`config.mk`:
```
export PLATFORM = sky130hd
export DESIGN_NAME = char_link_rx
export DESIGN_NICKNAME = d
export VERILOG_FILES = /design/src/rtl/char_link_rx_pkg.sv /design/src/rtl/char_link_rx_fifo.sv /design/src/rtl/char_link_rx.sv
export SDC_FILE = /design/constraint.sdc
export NUM_CORES = 1
export LEC_CHECK = 0
export BUFFER_PORTS_ARGS = -buffer_cell sky130_fd_sc_hd__buf_2
export CORE_ASPECT_RATIO = 1.4
export CORE_MARGIN = 8
export CORE_UTILIZATION = 48
export DETAILED_ROUTE_END_ITERATION = 10
export GPL_TIMING_DRIVEN = 0
export PLACE_DENSITY = 0.7
export SETUP_SLACK_MARGIN = 0.15
export SYNTH_ARGS = -nofsm -noshare
export SYNTH_HDL_FRONTEND = slang
export SYNTH_SLANG_ARGS = --single-unit
```
`constraint.sdc`:
```
create_clock -name clk -period 4.3 [get_ports clk]
set_input_delay 0.645 -clock clk [delete_from_list [all_inputs] [get_ports clk]]
set_output_delay 0.645 -clock clk [all_outputs]
set_load 0.03 [all_outputs]
```
`src/rtl/char_link_rx_pkg.sv`:
```
// Shared link-protocol definitions: reserved symbols and receiver FSM states.
package InstructionStruct;

    localparam logic [6:0] SYM_IDLE  = 7'h7F;
    localparam logic [6:0] SYM_START = 7'h00;

    typedef enum logic [1:0] {
        HUNT  = 2'd0,
        IDLE  = 2'd1,
        FRAME = 2'd2
    } rx_state_t;

endpackage

```
`src/rtl/char_link_rx_fifo.sv`:
```
// First-word-fall-through character FIFO; each entry holds {last, char}.
module char_fifo #(
    parameter int DEPTH = 16,
    parameter int WIDTH = 8
) (
    input  logic                       clk,
    input  logic                       reset,
    input  logic                       i_wr_en,
    input  logic [WIDTH-1:0]           i_wr_data,
    input  logic                       i_rd_en,
    output logic [WIDTH-1:0]           o_rd_data,
    output logic                       o_full,
    output logic                       o_empty,
    output logic [$clog2(DEPTH):0]     o_level
);

    localparam int AW = $clog2(DEPTH);

    logic [WIDTH-1:0] r_mem [DEPTH];
    logic [AW-1:0]    r_wr_ptr;
    logic [AW-1:0]    r_rd_ptr;
    logic [AW:0]      r_level;

    logic w_empty;
    logic w_full;
    logic w_rd;
    logic w_wr;

    assign w_empty = (r_level == '0);
    assign w_full  = (r_level == (AW+1)'(DEPTH));
    assign w_rd    = i_rd_en && !w_empty;
    // A write into a full FIFO is still accepted when the head leaves on the same edge.
    assign w_wr    = i_wr_en && (!w_full || w_rd);

    always_ff @(posedge clk) begin
        if (w_wr) begin
            r_mem[r_wr_ptr] <= i_wr_data;
        end
    end

    always_ff @(posedge clk or posedge reset) begin
        if (reset) begin
            r_wr_ptr <= '0;
            r_rd_ptr <= '0;
            r_level  <= '0;
        end else begin
            if (w_wr) begin
                r_wr_ptr <= r_wr_ptr + 1'b1;
            end
            if (w_rd) begin
                r_rd_ptr <= r_rd_ptr + 1'b1;
            end
            r_level <= r_level + (AW+1)'(w_wr) - (AW+1)'(w_rd);
        end
    end

    assign o_rd_data = w_empty ? '0 : r_mem[r_rd_ptr];
    assign o_full    = w_full;
    assign o_empty   = w_empty;
    assign o_level   = r_level;

endmodule

```
`src/rtl/char_link_rx.sv`:
```
// Character link receiver: frames START/data/IDLE symbols into {last, char} FIFO entries.
module char_link_rx
    import InstructionStruct::*;
#(
    parameter int FIFO_DEPTH = 16,
    parameter int CWIDTH     = 7
) (
    input  logic                          clk,
    input  logic                          reset,
    input  logic [CWIDTH-1:0]             rx_sym,
    output logic [CWIDTH-1:0]             out_char,
    output logic                          out_last,
    output logic                          out_valid,
    input  logic                          out_ready,
    output logic                          overflow,
    output logic                          frame_err,
    input  logic                          clr_err,
    output logic [15:0]                   frame_cnt,
    output logic [$clog2(FIFO_DEPTH):0]   fifo_level
);

    rx_state_t          r_state;
    rx_state_t          w_state_next;
    logic               r_stage_valid;
    logic [CWIDTH-1:0]  r_stage_char;
    logic               r_overflow;
    logic               r_frame_err;
    logic [15:0]        r_frame_cnt;

    logic               w_is_idle;
    logic               w_is_start;
    logic               w_is_data;
    logic               w_push;
    logic               w_push_last;
    logic               w_frame_done;
    logic               w_proto_err;
    logic               w_ovf_set;
    logic               w_fifo_full;
    logic               w_fifo_empty;
    logic [CWIDTH:0]    w_fifo_rd_data;

    assign w_is_idle  = (rx_sym == CWIDTH'(SYM_IDLE));
    assign w_is_start = (rx_sym == CWIDTH'(SYM_START));
    assign w_is_data  = !w_is_idle && !w_is_start;

    // Every symbol seen in FRAME flushes the staged character; only a data symbol marks it non-final.
    assign w_push       = (r_state == FRAME) && r_stage_valid;
    assign w_push_last  = !w_is_data;
    assign w_frame_done = (r_state == FRAME) && w_is_idle;
    assign w_proto_err  = ((r_state == IDLE) && w_is_data) ||
                          ((r_state == FRAME) && w_is_start);
    // When full, a pop is only possible if out_ready is high, which frees a slot for the push.
    assign w_ovf_set    = w_push && w_fifo_full && !out_ready;

    always_comb begin
        w_state_next = r_state;
        case (r_state)
            HUNT: begin
                if (w_is_idle) begin
                    w_state_next = IDLE;
                end
            end
            IDLE: begin
                if (w_is_start) begin
                    w_state_next = FRAME;
                end else if (w_is_data) begin
                    w_state_next = HUNT;
                end
            end
            FRAME: begin
                if (w_is_idle) begin
                    w_state_next = IDLE;
                end
            end
            default: w_state_next = HUNT;
        endcase
    end

    always_ff @(posedge clk or posedge reset) begin
        if (reset) begin
            r_state       <= HUNT;
            r_stage_valid <= 1'b0;
            r_stage_char  <= '0;
            r_overflow    <= 1'b0;
            r_frame_err   <= 1'b0;
            r_frame_cnt   <= '0;
        end else begin
            r_state <= w_state_next;

            if ((r_state == FRAME) && w_is_data) begin
                r_stage_valid <= 1'b1;
                r_stage_char  <= rx_sym;
            end else begin
                r_stage_valid <= 1'b0;
            end

            if (w_frame_done) begin
                r_frame_cnt <= r_frame_cnt + 16'd1;
            end

            if (w_ovf_set) begin
                r_overflow <= 1'b1;
            end else if (clr_err) begin
                r_overflow <= 1'b0;
            end

            if (w_proto_err) begin
                r_frame_err <= 1'b1;
            end else if (clr_err) begin
                r_frame_err <= 1'b0;
            end
        end
    end

    char_fifo #(
        .DEPTH (FIFO_DEPTH),
        .WIDTH (CWIDTH + 1)
    ) u_fifo (
        .clk       (clk),
        .reset     (reset),
        .i_wr_en   (w_push),
        .i_wr_data ({w_push_last, r_stage_char}),
        .i_rd_en   (out_ready),
        .o_rd_data (w_fifo_rd_data),
        .o_full    (w_fifo_full),
        .o_empty   (w_fifo_empty),
        .o_level   (fifo_level)
    );

    assign out_char  = w_fifo_rd_data[CWIDTH-1:0];
    assign out_last  = w_fifo_rd_data[CWIDTH];
    assign out_valid = !w_fifo_empty;
    assign overflow  = r_overflow;
    assign frame_err = r_frame_err;
    assign frame_cnt = r_frame_cnt;

endmodule

```
==> results.sh, run 1 <==
export IMPL_p_comb_share_pct=31.5
export IMPL_powerDensity_mw_per_mm2=658
export IMPL_cts_hold_buffers=0
export IMPL_synth_area_mm2=0.00703
export IMPL_drtIter0Drc=160
export IMPL_path_buf_inv=3
export IMPL_switching_power_w=0.00176
export IMPL_synth_cell_type_count=44
export IMPL_grt_pass1_vias=3782
export IMPL_drc_errors=0
export IMPL_peakVddDrop_v=0.000470
export IMPL_core_rowCount=52
export IMPL_dr_pass1_iters=4
export IMPL_synth_cells=389
export IMPL_clock_fmax_mhz=326
export IMPL_post_route_cell_area_mm2=0.00804
export IMPL_area_growth_pct=14.4
export IMPL_n_fill_cell=1087
export IMPL_worstPathCellList="buf_4 > buf_4 > mux4_2 > mux2i_1 > a211oi_1 > buf_2"
export IMPL_crit_required_ps=3650
export IMPL_clock_path_buffers=2
export IMPL_critPathSlowestCell="mux4_2"
export IMPL_final_nets=477
export IMPL_cpPeakStageDelay_ps=530
export IMPL_yosysSeqAreaShare_pct=69.3
export IMPL_vias=3568
export IMPL_synth_edff_count=128
export IMPL_cp_common_cell="buf_4"
export IMPL_setup_tns_ps=0
export IMPL_slew_headroom_pct=2.32
export IMPL_ios=43
export IMPL_outcome="finished clean"
export IMPL_antenna_found_initial=0
export IMPL_drt_wirelength_per_cell_um=20.1
export IMPL_gp_congestion=0.734
export IMPL_hold_viol_final=0
export IMPL_drv_slew=0
export IMPL_clk_pin_slew_worst_paths_ps=60
export IMPL_die_h_um=159
export IMPL_drive_gt1_share_pct=26.7
export IMPL_final_util_pct=55.9
export IMPL_synth_async_reset_ratio_pct=24.3
export IMPL_portBuffers=42
export IMPL_die_area_mm2=0.0188
export IMPL_swShare_pct=33.2
export IMPL_grt_max_degree=42
export IMPL_p_int_w=0.00353
export IMPL_clk_latency_ps=420
export IMPL_die_w_um=118
export IMPL_tritoncts="done"
export IMPL_clkPwrFrac_pct=26.7
export IMPL_p_seq_share_pct=41.9
export IMPL_clock_sinks=169
export IMPL_hold_path_class="in -> async"
export IMPL_place_ws_ps=1250
export IMPL_totalWireLength_um=13200
export IMPL_ys_warn_count=0
export IMPL_ant_nets=0
export IMPL_placed_cell_area_mm2=0.00748
export IMPL_cp_max_fo=10
export IMPL_coreArea_mm2=0.0144
export IMPL_cts_root_buf="clkbuf_16"
export IMPL_tightest_slew_ps=1450
export IMPL_min_period_ps=3060
export IMPL_finalCritPeriodShare_pct=71.3
export IMPL_syn_nets=413
export IMPL_postCtsSetupBuffers=0
export IMPL_rsz0062_at_grt="no"
export IMPL_fin_worst_skew_ps=8.96
export IMPL_avgSynthCellArea_um2=18.1
export IMPL_grt_ovfl_total=0
export IMPL_critPathKind="reg -> out"
export IMPL_crit_arrival_ps=2420
export IMPL_maxCapViolCount=0
export IMPL_finalWorstSetupSlack_ps=1240
export IMPL_htreeDepth=4
export IMPL_p_leak_nw=2.96
export IMPL_initial_core_util_pct=48.9
export IMPL_grt_pass1_wl_um=21200
export IMPL_cp_top_family="multiplexers"
export IMPL_drt_vias_per_instance=5.46
export IMPL_setup_viol=0
export IMPL_diodes=0
export IMPL_cts_resized=0
export IMPL_synth_seq_cells=169
export IMPL_dpl_hpwl_um=9050
export IMPL_endpoint_kind="output port"
export IMPL_synth_ff_type="edfxtp_1"
export IMPL_cts_buffers=17
export IMPL_grt_util_all_layers_pct=14.6
export IMPL_cp_start_kind="register"
export IMPL_finalPower_w=0.00529
## through the flow
stage | hold slack (ps) | std cells
after global routing | 435 | 654
after CTS | 431 | 652
after detailed placement | 467 | 621
after floorplan | 470 | 389
final | 414 | 654
after global placement | 464 | 620
## per-layer routing
| metal | track usage (%) | routed length, um | vias up |
|---|---|---|---|
| met3 | 4.29 | 696 | 12 |
| li1 | - | - | 1647 |
| met1 | 17.8 | 5570 | 1797 |
| met2 | 24.3 | 6670 | 112 |
| met5 | 0 | 0 | - |
| met4 | 5.20 | 235 | 0 |
## logic make-up (layout without fill, tap and decap cells)
logic type | Yosys count | count (layout) | share of synthesized area [%]
AOI/OAI and AO/OA | 29 | 29 | 3.01
adders and majority gates | 13 | 13 | 2.42
muxes | 49 | 49 | 13.5
and+or+nand+nor | 72 | 72 | 6.11
buffers and inverters | 32 | 108 | 2.58
xor gates and xnor gates | 25 | 25 | 3.12
DFF | 169 | 169 | 69.3
## placed cells by master (no fill, tap or decap), types with 4 or more instances in the layout
cell type and n:
edfxtp_1 128, buf_2 45, dfrtp_1 41, xnor2_1 20
mux4_2 20, a211oi_1 17, clkbuf_16 17, inv_1 15
nand2_1 14, nor2_1 13, mux4_1 12, ha_1 12
mux2_2 9, buf_4 8, mux2i_1 8, nor2b_1 8
nand3_1 7, nor3_1 6, nand2b_1 6, xor2_1 5
nand4_1 5, inv_6 5, clkinvlp_4 4
## state kept, by name, indices dropped and copies added, names as in the netlist
signal	flops
r_stage_char	7
r_stage_valid	1
u_fifo.r_wr_ptr	4
r_state	2
u_fifo.r_mem	128
overflow	1
u_fifo.r_rd_ptr	4
u_fifo.o_level	5
frame_err	1
frame_cnt	16
## synthesized netlist by cell type, types with 3 or more instances
cell type | number | area [um2]
a211oi_1 | 17 | 128
buf_4 | 6 | 45.0
dfrtp_1 | 41 | 1030
edfxtp_1 | 128 | 3840
ha_1 | 12 | 150
inv_1 | 16 | 60.1
mux2_2 | 9 | 101
mux2i_1 | 8 | 80.1
mux4_1 | 12 | 315
mux4_2 | 20 | 450
nand2_1 | 14 | 52.6
nand2b_1 | 6 | 37.5
nand3_1 | 7 | 35.0
nand4_1 | 5 | 31.3
nor2_1 | 13 | 48.8
nor2b_1 | 8 | 50.1
nor3_1 | 6 | 30.0
o21ai_0 | 3 | 15.0
xnor2_1 | 20 | 175
xor2_1 | 5 | 43.8
## path summary, 6_finish.rpt
kind	slack (ps)	start	endpoint	depth (start not counted)
max	1240	u_fifo.r_rd_ptr[0]$_DFFE_PP0P_	out_last	6
min	410	reset	u_fifo.o_level[2]$_DFF_PP0_	2
max reg2reg	1280	u_fifo.o_level[3]$_DFF_PP0_	u_fifo.o_level[4]$_DFF_PP0_	13
min reg2reg	480	frame_cnt[15]$_DFFE_PP0P_	frame_cnt[15]$_DFFE_PP0P_	1
max in group asynchronous	3330	reset	r_stage_char[0]$_DFFE_PP0P_	2
min in group clk	450	clr_err	overflow$_DFFE_PP0P_	2
## area by class of cell
cell class | count | area, um2 | area share [%]
Clock inverter | 14 | 123 | 1.52
Multi-Input combinational cell | 188 | 1980 | 24.6
Tap cell | 189 | 236 | 2.94
Timing Repair Buffer | 45 | 230 | 2.86
Inverter | 16 | 60.1 | 0.747
Buffer | 16 | 121 | 1.51
Sequential cell | 169 | 4870 | 60.5
Clock buffer | 17 | 425 | 5.29
## power by group through the flow
stage                     Combinational [W]  Clock [W]  Sequential, W
after CTS                           0.00171    0.00144        0.00222
final                               0.00166    0.00141        0.00221
after global routing                0.00181    0.00150        0.00224
after global placement              0.00165          0        0.00223
after floorplan                     0.00122          0        0.00223
after detailed placement            0.00170          0        0.00225
Note: power is estimated with default switching activity, not from simulation.
==> run 2, diff against run 1 <==
Clock period 4.3 ns to 3.1 ns, I/O delays scaled along.
==> run 2 against run 1 <==
Against the previous run: combinational power increased by 41%; highest routed layer unchanged; clock power increased by 39%; largest power group unchanged; sequential power increased by 39%; worst setup slack got worse by 960 ps; via count increased by 0.73%; cell count unchanged; final area increased by 0.33%; hold slack got worse by 180 ps.
==> results.sh, run 2 (synthesis gave the netlist of run 1 again) <==
export IMPL_outcome="finished clean"
export IMPL_hold_path_class="in -> async"
export IMPL_ant_nets=0
export IMPL_reg2reg_slack_ps=390
export IMPL_crit_required_ps=2630
export IMPL_dr_wl_met3_um=611
export IMPL_clk_pin_slew_worst_paths_ps=60
export IMPL_area_growth_pct=14.8
export IMPL_totalWireLength_um=13300
export IMPL_layout_common_cells="edfxtp_1 (128), buf_2 (44), dfrtp_1 (41)"
export IMPL_die_h_um=159
export IMPL_drive_gt1_share_pct=27.5
export IMPL_met1_length_um=5670
export IMPL_endpoint_kind="output port"
export IMPL_cp_max_fo=10
export IMPL_fin_worst_skew_ps=8.59
export IMPL_core_rowCount=52
export IMPL_die_w_um=118
export IMPL_diodes=0
export IMPL_portBuffers=42
export IMPL_clk_latency_ps=410
export IMPL_critPathSlowestCell="mux4_2"
export IMPL_drv_slew=0
export IMPL_powerDensity_mw_per_mm2=913
export IMPL_grt_pass1_vias=3797
export IMPL_cp_start_kind="register"
export IMPL_cts_hold_buffers=0
export IMPL_largest_reg_flops=128
export IMPL_peakVddDrop_v=0.000645
export IMPL_drt_vias_per_instance=5.50
export IMPL_startpoint="u_fifo.r_rd_ptr[1]$_DFFE_PP0P_"
export IMPL_critPathKind="reg -> out"
export IMPL_tightest_slew_ps=871
export IMPL_highest_layer="met4"
export IMPL_antenna_found_initial=0
export IMPL_initial_core_util_pct=48.9
export IMPL_maxCapViolCount=0
export IMPL_grt_ovfl_total=0
export IMPL_largest_register="u_fifo.r_mem"
export IMPL_rsz0062_at_grt="no"
export IMPL_dpl_hpwl_um=9050
export IMPL_grt_max_degree=42
export IMPL_gp_congestion=0.734
export IMPL_reg2reg_from="u_fifo.o_level[2]$_DFF_PP0_"
export IMPL_cts_root_buf="clkbuf_16"
export IMPL_crit_path_end="out_char[4]"
export IMPL_cpPeakStageDelay_ps=490
export IMPL_grt_util_all_layers_pct=14.7
export IMPL_clock_fmax_mhz=354
export IMPL_clock_sinks=169
export IMPL_cp_common_cell="a211oi_1"
export IMPL_crit_arrival_ps=2360
export IMPL_htreeDepth=4
export IMPL_reg2reg_to="u_fifo.o_level[4]$_DFF_PP0_"
export IMPL_die_area_mm2=0.0188
export IMPL_wl_met2_um=6730
export IMPL_finalPower_w=0.00737
export IMPL_min_period_ps=2830
export IMPL_tritoncts="done"
export IMPL_ios=43
export IMPL_drtIter0Drc=155
export IMPL_dr_pass1_iters=4
export IMPL_final_nets=477
export IMPL_final_common_cell="edfxtp_1"
export IMPL_p_leak_nw=2.96
export IMPL_reg2reg_depth=13
export IMPL_finalCritPeriodShare_pct=91.2
export IMPL_worstPathCellList="buf_6 > buf_12 > mux4_2 > nor2b_1 > a211oi_1 > a211oi_1 > buf_2"
export IMPL_setup_tns_ps=0
export IMPL_cts_buffers=17
export IMPL_setup_viol=0
export IMPL_drt_wirelength_per_cell_um=20.3
export IMPL_slew_headroom_pct=41.6
export IMPL_coreArea_mm2=0.0144
export IMPL_vias=3594
export IMPL_grt_pass1_wl_um=21200
export IMPL_hold_viol_final=0
export IMPL_clock_path_buffers=2
export IMPL_drc_errors=0
==> run 2: changes by cell type in the layout (fill, tap and decap cells not counted) <==
cell      delta
buf_2        -1
a211oi_2     +1
nor3_1       -3
nor3_2       +3
buf_6        +1
a211oi_1     -1
==> run 2: per-stage QoR <==
step | cell area [um2] | hold WS, ps | utilization [%] | cells | worst slack (ps)
floorplan | 7030 | 470 | - | 389 | 422
global placement | 7470 | 464 | 52.0 | 620 | 144
detailed placement | 7480 | 467 | 52.0 | 621 | 52.5
CTS | 8050 | 251 | 56.0 | 653 | 169
global route | 8070 | 255 | 56.1 | 654 | 161
finish | 8070 | 231 | 56.1 | 654 | 273
==> run 2: how the worst min path moves through the flow <==
stage                                         start                     endpoint  slack (ps)  cells after the start
after floorplan              r_state[0]$_DFFE_PP0P_       r_state[0]$_DFFE_PP0P_         470                      1
after global placement    frame_cnt[15]$_DFFE_PP0P_    frame_cnt[15]$_DFFE_PP0P_         460                      1
after detailed placement  frame_cnt[15]$_DFFE_PP0P_    frame_cnt[15]$_DFFE_PP0P_         470                      1
after CTS                                     reset  u_fifo.o_level[2]$_DFF_PP0_         250                      2
after global routing                        clr_err         overflow$_DFFE_PP0P_         250                      2
final                                         reset  u_fifo.o_level[2]$_DFF_PP0_         230                      2
==> run 2: area by class of cell <==
cell class	instances	area [um2]
well taps	189	236
clock inverters	14	123
inverters	16	60.1
multi-input cells	188	2000
repair buffers	45	233
flip-flops and latches	169	4870
clock buffers	17	425
plain buffers	16	125
fillers	1086	6310
==> run 2: routing by layer <==
metal	GRT usage [%]	up-vias
li1	-	1645
met3	4.29	14
met2	24.4	109
met4	5.20	0
met5	0	-
met1	17.7	1826
==> run 2: where the power goes <==
| group | switching (W) | internal, W | total, W |
|---|---|---|---|
| clock network | 0.000856 | 0.00110 | 0.00196 |
| logic | 0.00134 | 0.00100 | 0.00234 |
| registers | 0.000266 | 0.00281 | 0.00307 |
| total | 0.00246 | 0.00491 | 0.00737 |
==> run 2: what timing repair did <==
item / in CTS / in global routing
pin swaps: 0 / 0
resized for setup: 2 / 3
endpoints found under the setup margin: 17 / 10
buffers inserted: 1 / 0
==> run 2: critical path: cells and delay by family (launching register included) <==
kind,cells,cell delay [ps]
AOI/OAI and AO/OA,2,440
DFF,1,360
and+or+nand+nor,1,150
muxes,1,490
buffers and inverters,3,500
==> run 3, diff against run 2 <==
Settings changed: CORE_UTILIZATION 48 to 50, PLACE_DENSITY 0.7 to 0.73.
==> run 3 against run 2 <==
Against the previous run: first-iteration DRC count rose by 29%; non-clock buffer count decreased by 1; largest cell class unchanged; utilization grew 2.7 points; routed wire length increased by 3.4%.
==> results.sh, run 3 (synthesis gave the netlist of run 1 again) <==
export IMPL_outcome="finished clean"
export IMPL_antenna_found_initial=0
export IMPL_final_common_cell="edfxtp_1"
export IMPL_rsz0062_at_grt="no"
export IMPL_post_route_cell_area_mm2=0.00814
export IMPL_cts_hold_buffers=0
export IMPL_clk_latency_ps=430
export IMPL_die_area_mm2=0.0182
export IMPL_met2_usage_pct=26.6
export IMPL_cts_root_buf="clkbuf_16"
export IMPL_cts_buffers=17
export IMPL_powerDensity_mw_per_mm2=939
export IMPL_peakVddDrop_v=0.000558
export IMPL_ant_nets=0
export IMPL_largest_register="u_fifo.r_mem"
export IMPL_setup_viol=0
export IMPL_gp_congestion=0.739
export IMPL_finalCritPeriodShare_pct=92.9
export IMPL_hold_path_class="in -> async"
export IMPL_tritoncts="done"
export IMPL_crit_arrival_ps=2420
export IMPL_core_rowCount=51
export IMPL_clock_fmax_mhz=347
export IMPL_grt_max_degree=42
export IMPL_endpoint_kind="output port"
export IMPL_totalWireLength_um=13700
export IMPL_slew_headroom_pct=40.1
export IMPL_hold_viol_final=0
export IMPL_crit_required_ps=2630
export IMPL_clock_path_buffers=2
export IMPL_largest_reg_flops=128
export IMPL_grt_pass1_wl_um=21600
export IMPL_gr_usage_met1_pct=19.5
export IMPL_maxCapViolCount=0
export IMPL_area_growth_pct=15.8
export IMPL_grt_busiest_layer="met2"
export IMPL_dpl_hpwl_um=9130
export IMPL_ios=43
export IMPL_die_h_um=156
export IMPL_grt_pass1_vias=3933
export IMPL_layout_common_cells="edfxtp_1 (128), buf_2 (44), dfrtp_1 (41)"
export IMPL_drive_gt1_share_pct=28.2
export IMPL_die_w_um=116
export IMPL_drv_slew=0
export IMPL_coreArea_mm2=0.0138
export IMPL_grt_ovfl_total=0
export IMPL_cp_start_kind="register"
export IMPL_drt_vias_per_instance=5.67
export IMPL_dr_pass1_iters=4
export IMPL_htreeDepth=4
export IMPL_drt_wirelength_per_cell_um=21.1
export IMPL_portBuffers=42
export IMPL_drc_errors=0
export IMPL_fin_worst_skew_ps=11.5
export IMPL_setup_tns_ps=0
export IMPL_final_nets=476
export IMPL_met3_usage_pct=4.97
export IMPL_diodes=0
export IMPL_clk_pin_slew_worst_paths_ps=70
export IMPL_initial_core_util_pct=50.8
export IMPL_critPathKind="reg -> out"
export IMPL_min_period_ps=2880
export IMPL_vias=3684
export IMPL_tightest_slew_ps=897
export IMPL_p_leak_nw=3.00
export IMPL_placed_cell_area_mm2=0.00748
export IMPL_drtIter0Drc=200
export IMPL_timing_hold_ws_ps=225
export IMPL_clock_sinks=169
export IMPL_grt_util_all_layers_pct=16.4
export IMPL_cp_max_fo=10
[run 3: layout make-up]
cell class	count	area (um2)
Multi-Input combinational cell	188	2010
Timing Repair Buffer	44	225
Sequential cell	169	4870
Buffer	16	121
Inverter	16	60.1
Fill cell	1055	5710
Tap cell	185	231
Clock inverter	15	201
Clock buffer	17	425
[run 3: repair_timing]
action                     CTS  global route
setup buffers                1             0
setup endpoints to repair   29             0
resized for setup            6             0
[run 3: report_power, final]
part / total [W] / internal (W) / switching [W] / leakage [nW]
Combinational: 0.00234 / 0.000999 / 0.00134 / 1.03
Clock: 0.00223 / 0.00130 / 0.000928 / 0.299
Sequential: 0.00308 / 0.00281 / 0.000271 / 1.68
[run 3: final timing paths]
check,slack [ps],from,to,cells past startpoint
worst max-delay path,220,u_fifo.r_rd_ptr[1]$_DFFE_PP0P_,out_char[2],6
worst min-delay path,230,reset,u_fifo.o_level[2]$_DFF_PP0_,2
worst max register to register,330,u_fifo.o_level[2]$_DFF_PP0_,u_fifo.o_level[4]$_DFF_PP0_,13
worst min register to register,480,frame_cnt[15]$_DFFE_PP0P_,frame_cnt[15]$_DFFE_PP0P_,1
max in group asynchronous,2300,reset,r_stage_char[3]$_DFFE_PP0P_,2
min in group clk,240,clr_err,overflow$_DFFE_PP0P_,2
[run 3: through the flow]
step | util (%) | cells | total power (W) | worst slack, ps
after detailed placement | 54.0 | 617 | 0.00545 | 80.3
after global placement | 53.9 | 616 | 0.00536 | 173
after global routing | 58.8 | 650 | 0.00798 | 164
final | 58.8 | 650 | 0.00765 | 219
after CTS | 58.8 | 650 | 0.00773 | 185
after floorplan | - | 389 | 0.00478 | 422
[run 3: critical path: stages (launching register included)]
cell,delay (ps)
dfrtp_1,370
buf_6,160
buf_12,150
mux4_1,600
a211oi_1,410
a211oi_1,100
buf_2,200
[run 3: layer usage]
metal	vias to the layer above	routed length, um
met5	-	0
met4	0	368
met3	23	758
met2	118	6850
met1	1897	5760
li1	1646	-
